--- config.mk ---
export PLATFORM = sky130hd
export DESIGN_NAME = pipe_reg_chain_flat
export DESIGN_NICKNAME = d
export VERILOG_FILES = /design/src/rtl/pipe_reg_chain_pkg.sv /design/src/rtl/pipe_reg_chain_if.sv /design/src/rtl/pipe_reg_stage.sv /design/src/rtl/pipe_reg_chain.sv /design/src/flat_wrapper.sv
export SDC_FILE = /design/constraint.sdc
export NUM_CORES = 1
export LEC_CHECK = 0
export ABC_AREA = 1
export CORE_UTILIZATION = 56
export DETAILED_ROUTE_END_ITERATION = 10
export PLACE_DENSITY = 0.8
export SETUP_SLACK_MARGIN = 0.5
export SYNTH_ARGS = -nofsm -noshare
export SYNTH_HDL_FRONTEND = slang
export SYNTH_SLANG_ARGS = --single-unit
export TNS_END_PERCENT = 50
--- constraint.sdc ---
create_clock -name clk -period 3.3 [get_ports clk]
set_input_delay 0.495 -clock clk [delete_from_list [all_inputs] [get_ports clk]]
set_output_delay 0.495 -clock clk [all_outputs]
set_load 0.05 [all_outputs]
--- src/rtl/pipe_reg_chain_pkg.sv ---
// Shared helpers for the registered valid/ready delay chain.
package pipe_reg_chain_pkg;

   function automatic int occ_bits(input int depth);
      return $clog2(depth + 1);
   endfunction

endpackage

--- src/rtl/pipe_reg_chain_if.sv ---
// Valid/ready word bus used on both ends of the delay chain.
interface pipe_reg_chain_if #(
   parameter int WIDTH = 8
);

   logic             valid;
   logic [WIDTH-1:0] data;
   logic             ready;

   modport master (
      output valid,
      output data,
      input  ready
   );

   modport slave (
      input  valid,
      input  data,
      output ready
   );

endinterface

--- src/rtl/pipe_reg_stage.sv ---
// One slot of the delay chain: valid bit, payload and local ready term.
module pipe_reg_stage #(
   parameter int               WIDTH     = 8,
   parameter logic [WIDTH-1:0] RESET_VAL = '0
) (
   input  logic             clk,
   input  logic             rst_n,
   input  logic             flush,
   input  logic             up_valid,
   input  logic [WIDTH-1:0] up_data,
   input  logic             dn_ready,
   output logic             valid,
   output logic [WIDTH-1:0] data,
   output logic             ready
);

   // An empty slot always takes the word above it, closing bubbles.
   assign ready = !valid | dn_ready;

   always_ff @(posedge clk or negedge rst_n) begin
      if (!rst_n) begin
         valid <= 1'b0;
         data  <= RESET_VAL;
      end else if (flush) begin
         valid <= 1'b0;
      end else if (ready) begin
         valid <= up_valid;
         if (up_valid) begin
            data <= up_data;
         end
      end
   end

endmodule

--- src/rtl/pipe_reg_chain.sv ---
// DEPTH-stage registered delay line with valid/ready, flush and occupancy.
module pipe_reg_chain
   import pipe_reg_chain_pkg::*;
#(
   parameter int               WIDTH     = 8,
   parameter int               DEPTH     = 4,
   parameter logic [WIDTH-1:0] RESET_VAL = '0
) (
   input  logic                        clk,
   input  logic                        rst_n,
   input  logic                        flush,
   pipe_reg_chain_if.slave             up,
   pipe_reg_chain_if.master            dn,
   output logic [occ_bits(DEPTH)-1:0]  occupancy
);

   localparam int CW = occ_bits(DEPTH);

   generate
      if (DEPTH < 1) begin : g_bad_depth
         $error("pipe_reg_chain: DEPTH must be >= 1");
      end
      if (WIDTH < 1) begin : g_bad_width
         $error("pipe_reg_chain: WIDTH must be >= 1");
      end
   endgenerate

   logic [DEPTH:0]   rdy;
   logic [DEPTH-1:0] v;
   logic [WIDTH-1:0] d [DEPTH];
   logic             xin;
   logic             xout;

   assign rdy[DEPTH] = dn.ready;

   generate
      for (genvar i = 0; i < DEPTH; i++) begin : g_stage
         logic             uv;
         logic [WIDTH-1:0] ud;

         if (i == 0) begin : g_head
            assign uv = up.valid;
            assign ud = up.data;
         end else begin : g_body
            assign uv = v[i-1];
            assign ud = d[i-1];
         end

         pipe_reg_stage #(
            .WIDTH     (WIDTH),
            .RESET_VAL (RESET_VAL)
         ) u_stage (
            .clk      (clk),
            .rst_n    (rst_n),
            .flush    (flush),
            .up_valid (uv),
            .up_data  (ud),
            .dn_ready (rdy[i+1]),
            .valid    (v[i]),
            .data     (d[i]),
            .ready    (rdy[i])
         );
      end
   endgenerate

   assign up.ready = rdy[0] & !flush;
   assign dn.valid = v[DEPTH-1];
   assign dn.data  = d[DEPTH-1];

   assign xin  = up.valid & up.ready;
   assign xout = v[DEPTH-1] & dn.ready;

   always_ff @(posedge clk or negedge rst_n) begin
      if (!rst_n) begin
         occupancy <= '0;
      end else if (flush) begin
         occupancy <= '0;
      end else begin
         occupancy <= occupancy + CW'(xin) - CW'(xout);
      end
   end

endmodule

--- src/flat_wrapper.sv ---
// flat-port wrapper written by rule: the top's interface ports become plain ports
module pipe_reg_chain_flat import pipe_reg_chain_pkg::*;
#(
   parameter int               WIDTH     = 8,
   parameter int               DEPTH     = 4,
   parameter logic [WIDTH-1:0] RESET_VAL = '0
)
  (clk, rst_n, flush, occupancy, up_valid, up_data, up_ready, dn_valid, dn_data, dn_ready);
  pipe_reg_chain_if #(.WIDTH(WIDTH)) up_i ();
  pipe_reg_chain_if #(.WIDTH(WIDTH)) dn_i ();
  input  logic clk;
  input  logic rst_n;
  input  logic flush;
  output logic [occ_bits(DEPTH)-1:0] occupancy;
  input wire logic [$bits(up_i.valid)-1:0] up_valid;
  input wire logic [$bits(up_i.data)-1:0] up_data;
  output wire logic [$bits(up_i.ready)-1:0] up_ready;
  output wire logic [$bits(dn_i.valid)-1:0] dn_valid;
  output wire logic [$bits(dn_i.data)-1:0] dn_data;
  input wire logic [$bits(dn_i.ready)-1:0] dn_ready;
  assign up_i.valid = up_valid;
  assign up_i.data = up_data;
  assign up_ready = up_i.ready;
  assign dn_valid = dn_i.valid;
  assign dn_data = dn_i.data;
  assign dn_i.ready = dn_ready;
  pipe_reg_chain #(.WIDTH(WIDTH), .DEPTH(DEPTH), .RESET_VAL(RESET_VAL)) u_core (.clk(clk), .rst_n(rst_n), .flush(flush), .up(up_i), .dn(dn_i), .occupancy(occupancy));
endmodule
==> results.txt, run 1 <==
Die area: 0.003229 mm²
CP max FO: 9
Synth cell types: 20
Grt ovf: 0
Worst Tran Pin Value: 0.8247 ns
Height of the die: 56.82 µm
# setup viols final: 0
Setup ws final: 0.6705 ns
Post-route minimum period: 2.630 ns
Root Driver: clkbuf_4
Worst min-delay path category: in2async
Die Wd: 56.82 µm
Synth top area cells: dfrtp_1 (58%), nand2_1 (11%), inv_1 (5.6%), o21ai_1 (5.1%), nand3_1 (4.8%)
Area Growth Syn to Fin: 18.22%
Max rail drop VDD: 327.4 µV
Routed Antenna Nets: 0
Mapped cell area: 0.001683 mm²
Layout cell share with drive strength beyond 1: 11.11%
Post-DP HPWL: 1.919 mm
CP most frequent cell: clkdlybuf4s50_1
All-Layer GR Usage: 19.44%
Final Power: 1.094 mW
Fin crit share: 79.68%
Iter 0 DRT Violations: 45
Comb pwr share: 24.8%
Largest net degree at the start of global routing: 40
Nets@finish: 222
Worst EP required: 2.80 ns
Crit. End Element: primary output
Internal: 0.7377 mW
Hold_ws: 0.2449 ns
Reg2reg path depth: 10
Place WS: 0.6316 ns
CTS tree: built
Clk pwr share: 20.5%
Max Slew Vio Count: 0
Vias in the first global route: 1108
Post-synth top area cell: dfrtp_1
Final setup TNS: 0 ns
RSZ-0062 raised after global routing: false
Site Rows: 19
WL final: 2.599 mm
Register bit count reported by yosys: 39
Mean post-synth cell area: 9.508 µm²
Gpl congestion: 0.7627
CTS Sinks: 39
Fin util: 70.92%
H-tree level count: 2
Via Count: 1169
Critical Path Slowest Stage Cell: clkdlybuf4s50_1
Area after DPL: 0.001939 mm²
Status: finished, violations left
CTS Buf Count: 5
Port bufs: 25
Sw power: 0.3564 mW
Setup bufs post-CTS: 0
Core area: 0.002805 mm²
Sequential power share: 54.7%
Critical Path Max Stage Delay: 0.82 ns
# fillers: 228
Post-CTS sizing: 0
Leak Pwr: 0.9901 nW
Clock Skew: 0.002638 ns
WS Path Type: in2out
Endpoints failing hold: 0
Routed vias/inst: 4.912
Cells after Synth: 177
Ports: 26
ANT cells: 0
DRC: 5
Synth top area share: 57.99%
Worst rel slew slack: 45.02%
Global-route wire length before repair: 4.678 mm
Syn Nets: 193
Inst Count DP: 230
Failing checks: DRC
Crit path DAT: 2.13 ns
Switching share of power: 32.57%
Pwr dens: 549.9 mW/mm²
Crit start category: input pin
Drt wl/cell: 10.92 µm
Clk slew on worst S/H paths: 0.10 ns
Post-CTS Hold Buffers: 0
Register area share after synthesis: 57.99%
Synth warn: 0
Initial antenna violation count: 0
F_max: 380.3 MHz
Drt pass-1 iters: 7
Layout Cells excl Fill: 238
Final instance area: 0.001989 mm²
CTS Buffer Depth: 2
Clk Latency, worst-skew pair: 0.33 ns
Starting Density: 59.99%
Max-cap viol count: 0
Critical path cell sequence: clkdlybuf4s50_1 -> nor2_1 -> clkdlybuf4s50_1
-- cell type report --
class / instances / area [µm²] / share of cell area (%)
Clock buffer: 7 / 45.04 / 2.264
Clock inverter: 1 / 5.005 / 0.2516
Timing Repair Buffer: 26 / 252.7 / 12.70
Multi-Input combinational cell: 106 / 564.3 / 28.36
Inverter: 28 / 107.6 / 5.409
Sequential cell: 39 / 975.9 / 49.06
Tap cell: 31 / 38.79 / 1.950
-- layout by cell type, fill, tap and decap left out --
cell,netlist,routed
buf_4,1,1
nand2_1,51,51
clkdlybuf4s50_1,0,24
nor2_4,2,2
clkbuf_4,0,5
nand4_2,1,1
inv_4,1,1
nand3_1,16,16
buf_2,1,1
a21oi_1,1,1
fa_1,1,1
nor2_1,5,5
dfrtp_1,39,39
o21ai_2,2,2
clkbuf_1,0,2
nand3_4,3,3
inv_2,2,2
xor2_1,1,1
ha_1,2,2
inv_1,25,25
o21ai_1,17,17
nand2_2,4,4
clkinv_2,0,1
-- cells by family (layout without fill, tap and decap cells) --
logic type,after synthesis,after routing,synth area share (%)
buffers and inverters,32,62,8.476
AND/OR/NAND/NOR,82,82,23.94
AO/OA/AOI/OAI,20,20,6.394
flip-flops,39,39,57.99
adder cells (fa/ha/maj),3,3,2.676
XOR/XNOR,1,1,0.5205
-- worst max-delay path, delay by kind of cell --
kind / cells / cell delay, ns
and+or+nand+nor: 1 / 0.19
buffers and inverters: 2 / 1.45
-- path summary, 6_finish.rpt --
check	start	endpoint	slack (ns)
max	flush	up_ready	0.67
min	rst_n	u_core.occupancy[2]	0.24
max reg2reg	u_core.g_stage[3].u_stage.valid	u_core.occupancy[1]	1.35
min reg2reg	u_core.g_stage[1].u_stage.data[0]	u_core.g_stage[1].u_stage.data[0]	0.48
max in group asynchronous	rst_n	u_core.g_stage[0].u_stage.data[2]	2.54
min in group clk	u_core.g_stage[1].u_stage.data[0]	u_core.g_stage[1].u_stage.data[0]	0.48
-- flip-flops by register name, indices dropped and copies added, names as in the netlist --
signal	cells
u_core.occupancy	3
u_core.g_stage.u_stage.data	32
u_core.g_stage.u_stage.valid	4
-- Yosys cell counts (all sizes together) --
library cell / count
a21oi: 1
ha: 2
dfrtp: 39
inv: 28
nor2: 7
nand4: 1
o21ai: 19
nand2: 55
nand3: 19
buf: 4
xor2: 1
fa: 1
-- power groups by stage --
stage | registers [mW] | logic [mW] | clock network [mW]
floorplan | 0.685 | 0.101 | 0
global placement | 0.604 | 0.267 | 0
detailed placement | 0.609 | 0.274 | 0
CTS | 0.600 | 0.275 | 0.235
global route | 0.611 | 0.300 | 0.252
finish | 0.599 | 0.271 | 0.224
-- layer usage --
layer / GRT usage, % / share of wire (%) / vias to the layer above
li1: - / - / 609
met1: 22.60 / 43 / 530
met3: 6.221 / 4.7 / 5
met4: 7.317 / 1.9 / 0
met5: 0 / 0 / -
met2: 33.50 / 50 / 25
Note: power is estimated with default switching activity, not from simulation.
==> inputs of run 2 (changes only) <==
CORE_UTILIZATION = 47   (was 56)
PLACE_DENSITY = 0.71   (was 0.8)
clock period = 2.37 ns   (was 3.3 ns; I/O delays follow)
==> run 2 against run 1 <==
- the run now ends clean
- first-iteration DRC count fell by 18%
- global-route usage decreased by 2.3 points
- worst setup slack worse by 0.15 ns
- non-clock buffer count rose by 4
- final area is 5.1% higher
- clock-buffer cell count is the same
- hold slack lost 0.15 ns
- cell count up 8.0%
- critical endpoint is now dn_data[3]
- largest power group unchanged
- highest routed layer unchanged
==> results.txt, run 2 (synthesized netlist as in run 1, its figures left out) <==
Ports: 26 (unchanged)
Fin crit share: 78.17%
Iter 0 DRT Violations: 37 (-18%)
Layout Cells excl Fill: 257 (+8.0%)
Multi-input logic area: 580.6 µm² (+2.9%)
Via Count: 1189 (+1.7%)
CTS Sinks: 39 (unchanged)
Root Driver: clkbuf_4
Biggest register: u_core.g_stage.u_stage.data
Internal: 1.079 mW (+46%)
Routed vias/inst: 4.626 (-5.8%)
Crit path DAT: 1.50 ns (-0.63 ns)
Setup ws final: 0.5175 ns (-0.1530 ns)
CP max FO: 2 (-7)
Hold_ws: 0.09500 ns (-0.1499 ns)
Drt wl/cell: 11.05 µm (+1.2%)
Most common cell after layout, fill and taps aside: nand2_1
Inst Count DP: 246 (+7.0%)
Status: completed
Global-route wire length before repair: 4.554 mm (-2.7%)
Post-route minimum period: 1.853 ns
Max-cap viol count: 0 (unchanged)
H-tree level count: 2 (unchanged)
DRC: 0 (-5)
Drt pass-1 iters: 6 (-1)
Clk Latency, worst-skew pair: 0.34 ns (about the same)
CTS Buf Count: 5 (unchanged)
Clock Skew: 0.003403 ns (+0.0007658 ns)
Largest register FFs: 32 (unchanged)
Area after DPL: 0.001967 mm² (+1.4%)
Final Power: 1.591 mW (+45%)
Worst rel slew slack: 45.22% (+0.20 points)
Clk slew on worst S/H paths: 0.11 ns (about the same)
Crit. End Element: primary output
Critical Path Slowest Stage Cell: clkdlybuf4s50_1
Vias in the first global route: 1059 (-4.4%)
Gpl congestion: 0.7953 (+4.3%)
Final setup TNS: 0 ns (unchanged)
Storage cell area: 978.4 µm² (+0.26%)
Comb pwr share: 23.6% (-1.2 points)
Final instance area: 0.002091 mm² (+5.1%)
Routed Antenna Nets: 0 (unchanged)
Critical path cell sequence: clkdlybuf4s50_1
Post-CTS Hold Buffers: 0 (unchanged)
Place WS: 0.1008 ns (-0.5308 ns)
Worst Tran Pin Value: 0.8217 ns (-0.003017 ns)
Sw power: 0.5113 mW (+43%)
Site Rows: 21 (+2)
Height of the die: 61.84 µm (+8.8%)
Pwr dens: 760.8 mW/mm² (+38%)
Crit start category: flop
F_max: 539.8 MHz
Sequential power share: 52.3% (-2.4 points)
Endpoints failing hold: 0 (unchanged)
Leak Pwr: 1.102 nW (+11%)
WS Path Type: reg2out
Post-DP HPWL: 1.968 mm (+2.5%)
WL final: 2.841 mm (+9.3%)
Starting Density: 49.65% (-10 points)
CTS tree: built
Initial antenna violation count: 0 (unchanged)
Buf/Inv on CP: 1 (-1)
Layout cell share with drive strength beyond 1: 15.64% (+4.5 points)
# setup viols final: 0 (unchanged)
CTS Buffer Depth: 2 (unchanged)
Die Wd: 61.84 µm (+8.8%)
Fin util: 61.68% (-9.2 points)
Max Slew Vio Count: 0 (unchanged)
Core area: 0.003390 mm² (+21%)
Critical Path Max Stage Delay: 0.80 ns (-0.02 ns)
Most frequent cells in the layout: nand2_1 (51), dfrtp_1 (37), inv_1 (25)
Die area: 0.003824 mm² (+18%)
# fillers: 286 (+25%)
Switching share of power: 32.14% (-0.43 points)
Max rail drop VDD: 400.8 µV (+22%)
RSZ-0062 raised after global routing: true
Largest regs: u_core.g_stage.u_stage.data (32), u_core.g_stage.u_stage.valid (4), u_core.occupancy (3)
Grt ovf: 0 (unchanged)
Area Growth Syn to Fin: 24.24%
ANT cells: 0 (unchanged)
Nets@finish: 226 (+1.8%)
Largest net degree at the start of global routing: 40 (unchanged)
All-Layer GR Usage: 17.14% (-2.3 points)
Worst EP required: 2.01 ns (-0.79 ns)
Clk pwr share: 24.1% (+3.6 points)
CP delay by family, top: buffers and inverters
Worst min-delay path category: in2async
Port bufs: 25 (unchanged)
-- run 2: worst paths after layout --
kind | start | to | slack [ns] | cells past startpoint
min | rst_n | u_core.g_stage[2].u_stage.data[6] | 0.1 | 1
min in group clk | u_core.g_stage[1].u_stage.data[1] | u_core.g_stage[1].u_stage.data[1] | 0.48 | 2
min reg2reg | u_core.g_stage[1].u_stage.data[1] | u_core.g_stage[1].u_stage.data[1] | 0.48 | 2
max in group asynchronous | rst_n | u_core.g_stage[2].u_stage.valid | 1.72 | 1
max reg2reg | u_core.g_stage[3].u_stage.valid | u_core.occupancy[1] | 0.70 | 9
max | u_core.g_stage[3].u_stage.data[3] | dn_data[3] | 0.52 | 1
-- run 2: layout make-up --
cell class / count / share of cell area (%)
multi-input cells: 106 / 27.77
well taps: 46 / 2.753
clock inverters: 1 / 0.3591
repair buffers: 30 / 13.94
flip-flops and latches: 39 / 46.80
inverters: 28 / 5.266
clock buffers: 7 / 3.112
-- run 2: per-layer routing --
| metal | wire (µm) | track usage, % | up-vias | part of all wire [%] |
|---|---|---|---|---|
| met4 | 48 | 7.619 | 0 | 1.7 |
| met1 | 1261 | 20.13 | 530 | 44 |
| li1 | - | - | 619 | - |
| met5 | 0 | 0 | - | 0 |
| met2 | 1399 | 28.26 | 32 | 49 |
| met3 | 132 | 6.211 | 8 | 4.6 |
-- run 2: power groups by stage --
stage / Sequential, mW / Clock [mW] / Combinational (mW)
2_1_floorplan: 0.954 / 0 / 0.141
3_3_place_gp: 0.842 / 0 / 0.375
3_5_place_dp: 0.846 / 0 / 0.384
4_1_cts: 0.832 / 0.398 / 0.379
5_1_grt: 0.848 / 0.426 / 0.419
6_report: 0.833 / 0.383 / 0.375
-- run 2: repair_timing --
item | in CTS | in global routing
cloned | 0 | 0
pin swaps | 1 | 1
buffers inserted | 1 | 2
gates resized for setup | 5 | 10
setup endpoints to repair | 14 | 10
==> inputs of run 3 (changes only) <==
clock period = 1.68 ns   (was 2.37 ns; I/O delays follow)
==> run 3 against run 2 <==
- global-route usage increased by 3.0 points
- largest power group unchanged
- final area up 11%
- sequential share of layout area down 4.6 points
- via count grew 7.6%
- wire length up 13%
- power increased by 61%
- clock-buffer cell count decreased by 1
==> results.txt, run 3 (synthesized netlist as in run 1, its figures left out) <==
Status: completed
R2R Path End: u_core.occupancy[1]
Multi-input logic area: 643.1 µm² (+11%)
Clock Skew: 0.008042 ns (+0.004638 ns)
Iter 0 DRT Violations: 33 (-11%)
Vias in the first global route: 1207 (+14%)
Final Power: 2.563 mW (+61%)
Starting Density: 49.65% (unchanged)
Max Slew Vio Count: 0 (unchanged)
Drt wl/cell: 11.82 µm (+6.9%)
Layout cell share with drive strength beyond 1: 32.30% (+17 points)
Worst rel slew slack: 67.78% (+23 points)
RSZ-0062 raised after global routing: true
Storage cell area: 979.7 µm² (+0.13%)
WL final: 3.215 mm (+13%)
Pwr dens: 1103 mW/mm² (+45%)
CTS tree: built
CTS Sinks: 39 (unchanged)
Gpl congestion: 0.7206 (-9.4%)
Port bufs: 25 (unchanged)
Fin crit share: 96.68%
Area Growth Syn to Fin: 38.07%
Biggest register: u_core.g_stage.u_stage.data
H-tree level count: 2 (unchanged)
# setup viols final: 0 (unchanged)
Via Count: 1279 (+7.6%)
# fillers: 267 (-6.6%)
Die Wd: 61.84 µm (unchanged)
Initial antenna violation count: 0 (unchanged)
Largest regs: u_core.g_stage.u_stage.data (32), u_core.g_stage.u_stage.valid (4), u_core.occupancy (3)
Critical path cell sequence: inv_1 -> ha_4 -> inv_2 -> ha_4 -> inv_2 -> fa_2 -> nor2_2
Clk Latency, worst-skew pair: 0.35 ns (about the same)
Most frequent cells in the layout: nand2_1 (49), dfrtp_1 (36), inv_1 (18)
ANT cells: 0 (unchanged)
Die area: 0.003824 mm² (unchanged)
All-Layer GR Usage: 20.17% (+3.0 points)
Largest net degree at the start of global routing: 40 (unchanged)
WS Path Type: reg2reg
Root Driver: clkbuf_4
Worst min-delay path category: in2reg
Clk slew on worst S/H paths: 0.12 ns (about the same)
Crit start category: flop
Critical Path Max Stage Delay: 0.53 ns (-0.27 ns)
DRC: 0 (unchanged)
Post-DP HPWL: 2.044 mm (+3.9%)
Final setup TNS: 0 ns (unchanged)
Worst Tran Pin Value: 0.4833 ns (-0.3384 ns)
Crit path DAT: 1.86 ns (+0.36 ns)
R2R Setup Slk: 0.06 ns (-0.64 ns)
Global-route wire length before repair: 5.354 mm (+18%)
Grt ovf: 0 (unchanged)
Reg2reg path depth: 7 (-2)
CTS Buffer Depth: 2 (unchanged)
Critical Path Slowest Stage Cell: fa_2
Max-cap viol count: 0 (unchanged)
Routed Antenna Nets: 0 (unchanged)
Final instance area: 0.002323 mm² (+11%)
Drt pass-1 iters: 4 (-2)
Hold Crit Start: up_data[6]
Max rail drop VDD: 535.4 µV (+34%)
Crit Reg-Reg Startpoint: u_core.occupancy[0]
Core area: 0.003390 mm² (unchanged)
Most common cell after layout, fill and taps aside: nand2_1
Ports: 26 (unchanged)
Area after DPL: 0.002006 mm² (+2.0%)
Routed vias/inst: 4.702 (+1.6%)
WHS Path Cells: 3
Site Rows: 21 (unchanged)
F_max: 615.7 MHz
CTS Buf Count: 5 (unchanged)
Nets@finish: 241 (+6.6%)
Height of the die: 61.84 µm (unchanged)
Fin util: 68.55% (+6.9 points)
Leak Pwr: 1.161 nW (+5.4%)
CP max FO: 2 (unchanged)
CP Launch Point: u_core.occupancy[0]
Hold_ws: 0.4478 ns (+0.3528 ns)
Critical Path End: u_core.occupancy[1]
Worst EP required: 1.92 ns (-0.09 ns)
Post-route minimum period: 1.624 ns
Endpoints failing hold: 0 (unchanged)
Largest register FFs: 32 (unchanged)
Crit. End Element: flop
-- run 3: changes by cell type in the layout (fill, tap and decap cells not counted), moves of 3 or more --
cell / previous run / this run
dlymetal6s2s_1: 4 / 1
buf_6: 2 / 15
buf_4: 4 / 14
inv_1: 25 / 18
inv_2: 1 / 8
clkdlybuf4s50_1: 14 / 10
dlygate4sd2_1: 5 / 0
-- run 3: worst min path at each step --
stage / slack (ns) / end
floorplan: -0.04 / u_core.g_stage[0].u_stage.data[0]
global placement: 0.32 / u_core.occupancy[1]
detailed placement: 0.33 / u_core.occupancy[1]
CTS: 0.43 / u_core.g_stage[0].u_stage.data[6]
global route: 0.43 / u_core.g_stage[0].u_stage.data[6]
finish: 0.45 / u_core.g_stage[0].u_stage.data[6]
-- run 3: what timing repair did --
item	4_1_cts	5_1_grt
setup buffers	5	3
setup endpoints to repair	38	49
resized for setup	22	13
pin swaps	14	7
endpoints found under the hold margin	39	0
cloned	1	1
hold buffers	1	0
-- run 3: critical path, delay by kind of cell, from the launching register on --
kind	cells	cell delay [ns]
adder cells (fa/ha/maj)	3	0.85
AND/OR/NAND/NOR	1	0.03
buffers and inverters	3	0.20
flip-flops	1	0.44
-- run 3: stage by stage --
step	worst slack, ns	std cells
finish	0.05573	272
global route	-0.009542	272
CTS	-0.01425	268
detailed placement	-0.2930	253
global placement	-0.2543	253
floorplan	-0.1505	177
-- run 3: power breakdown --
group	internal, mW	switching [mW]	leakage (nW)
Combinational	0.241	0.362	0.604
Clock	0.464	0.304	0.0525
Sequential	1.09	0.0995	0.505
Total	1.80	0.765	1.16
-- run 3: final cells by class --
type,count,share of cell area [%]
inverters,28,4.739
clock buffers,6,1.777
clock inverters,2,2.585
multi-input cells,107,27.68
flip-flops and latches,39,42.16
well taps,46,2.477
repair buffers,44,18.58
-- run 3: layer usage --
| layer | routed length, µm | part of all wire, % | track usage, % |
|---|---|---|---|
| met1 | 1379 | 43 | 23.45 |
| met2 | 1632 | 51 | 34.41 |
| met3 | 139 | 4.3 | 6.832 |
| met4 | 64 | 2.0 | 7.937 |
| met5 | 0 | 0 | 0 |
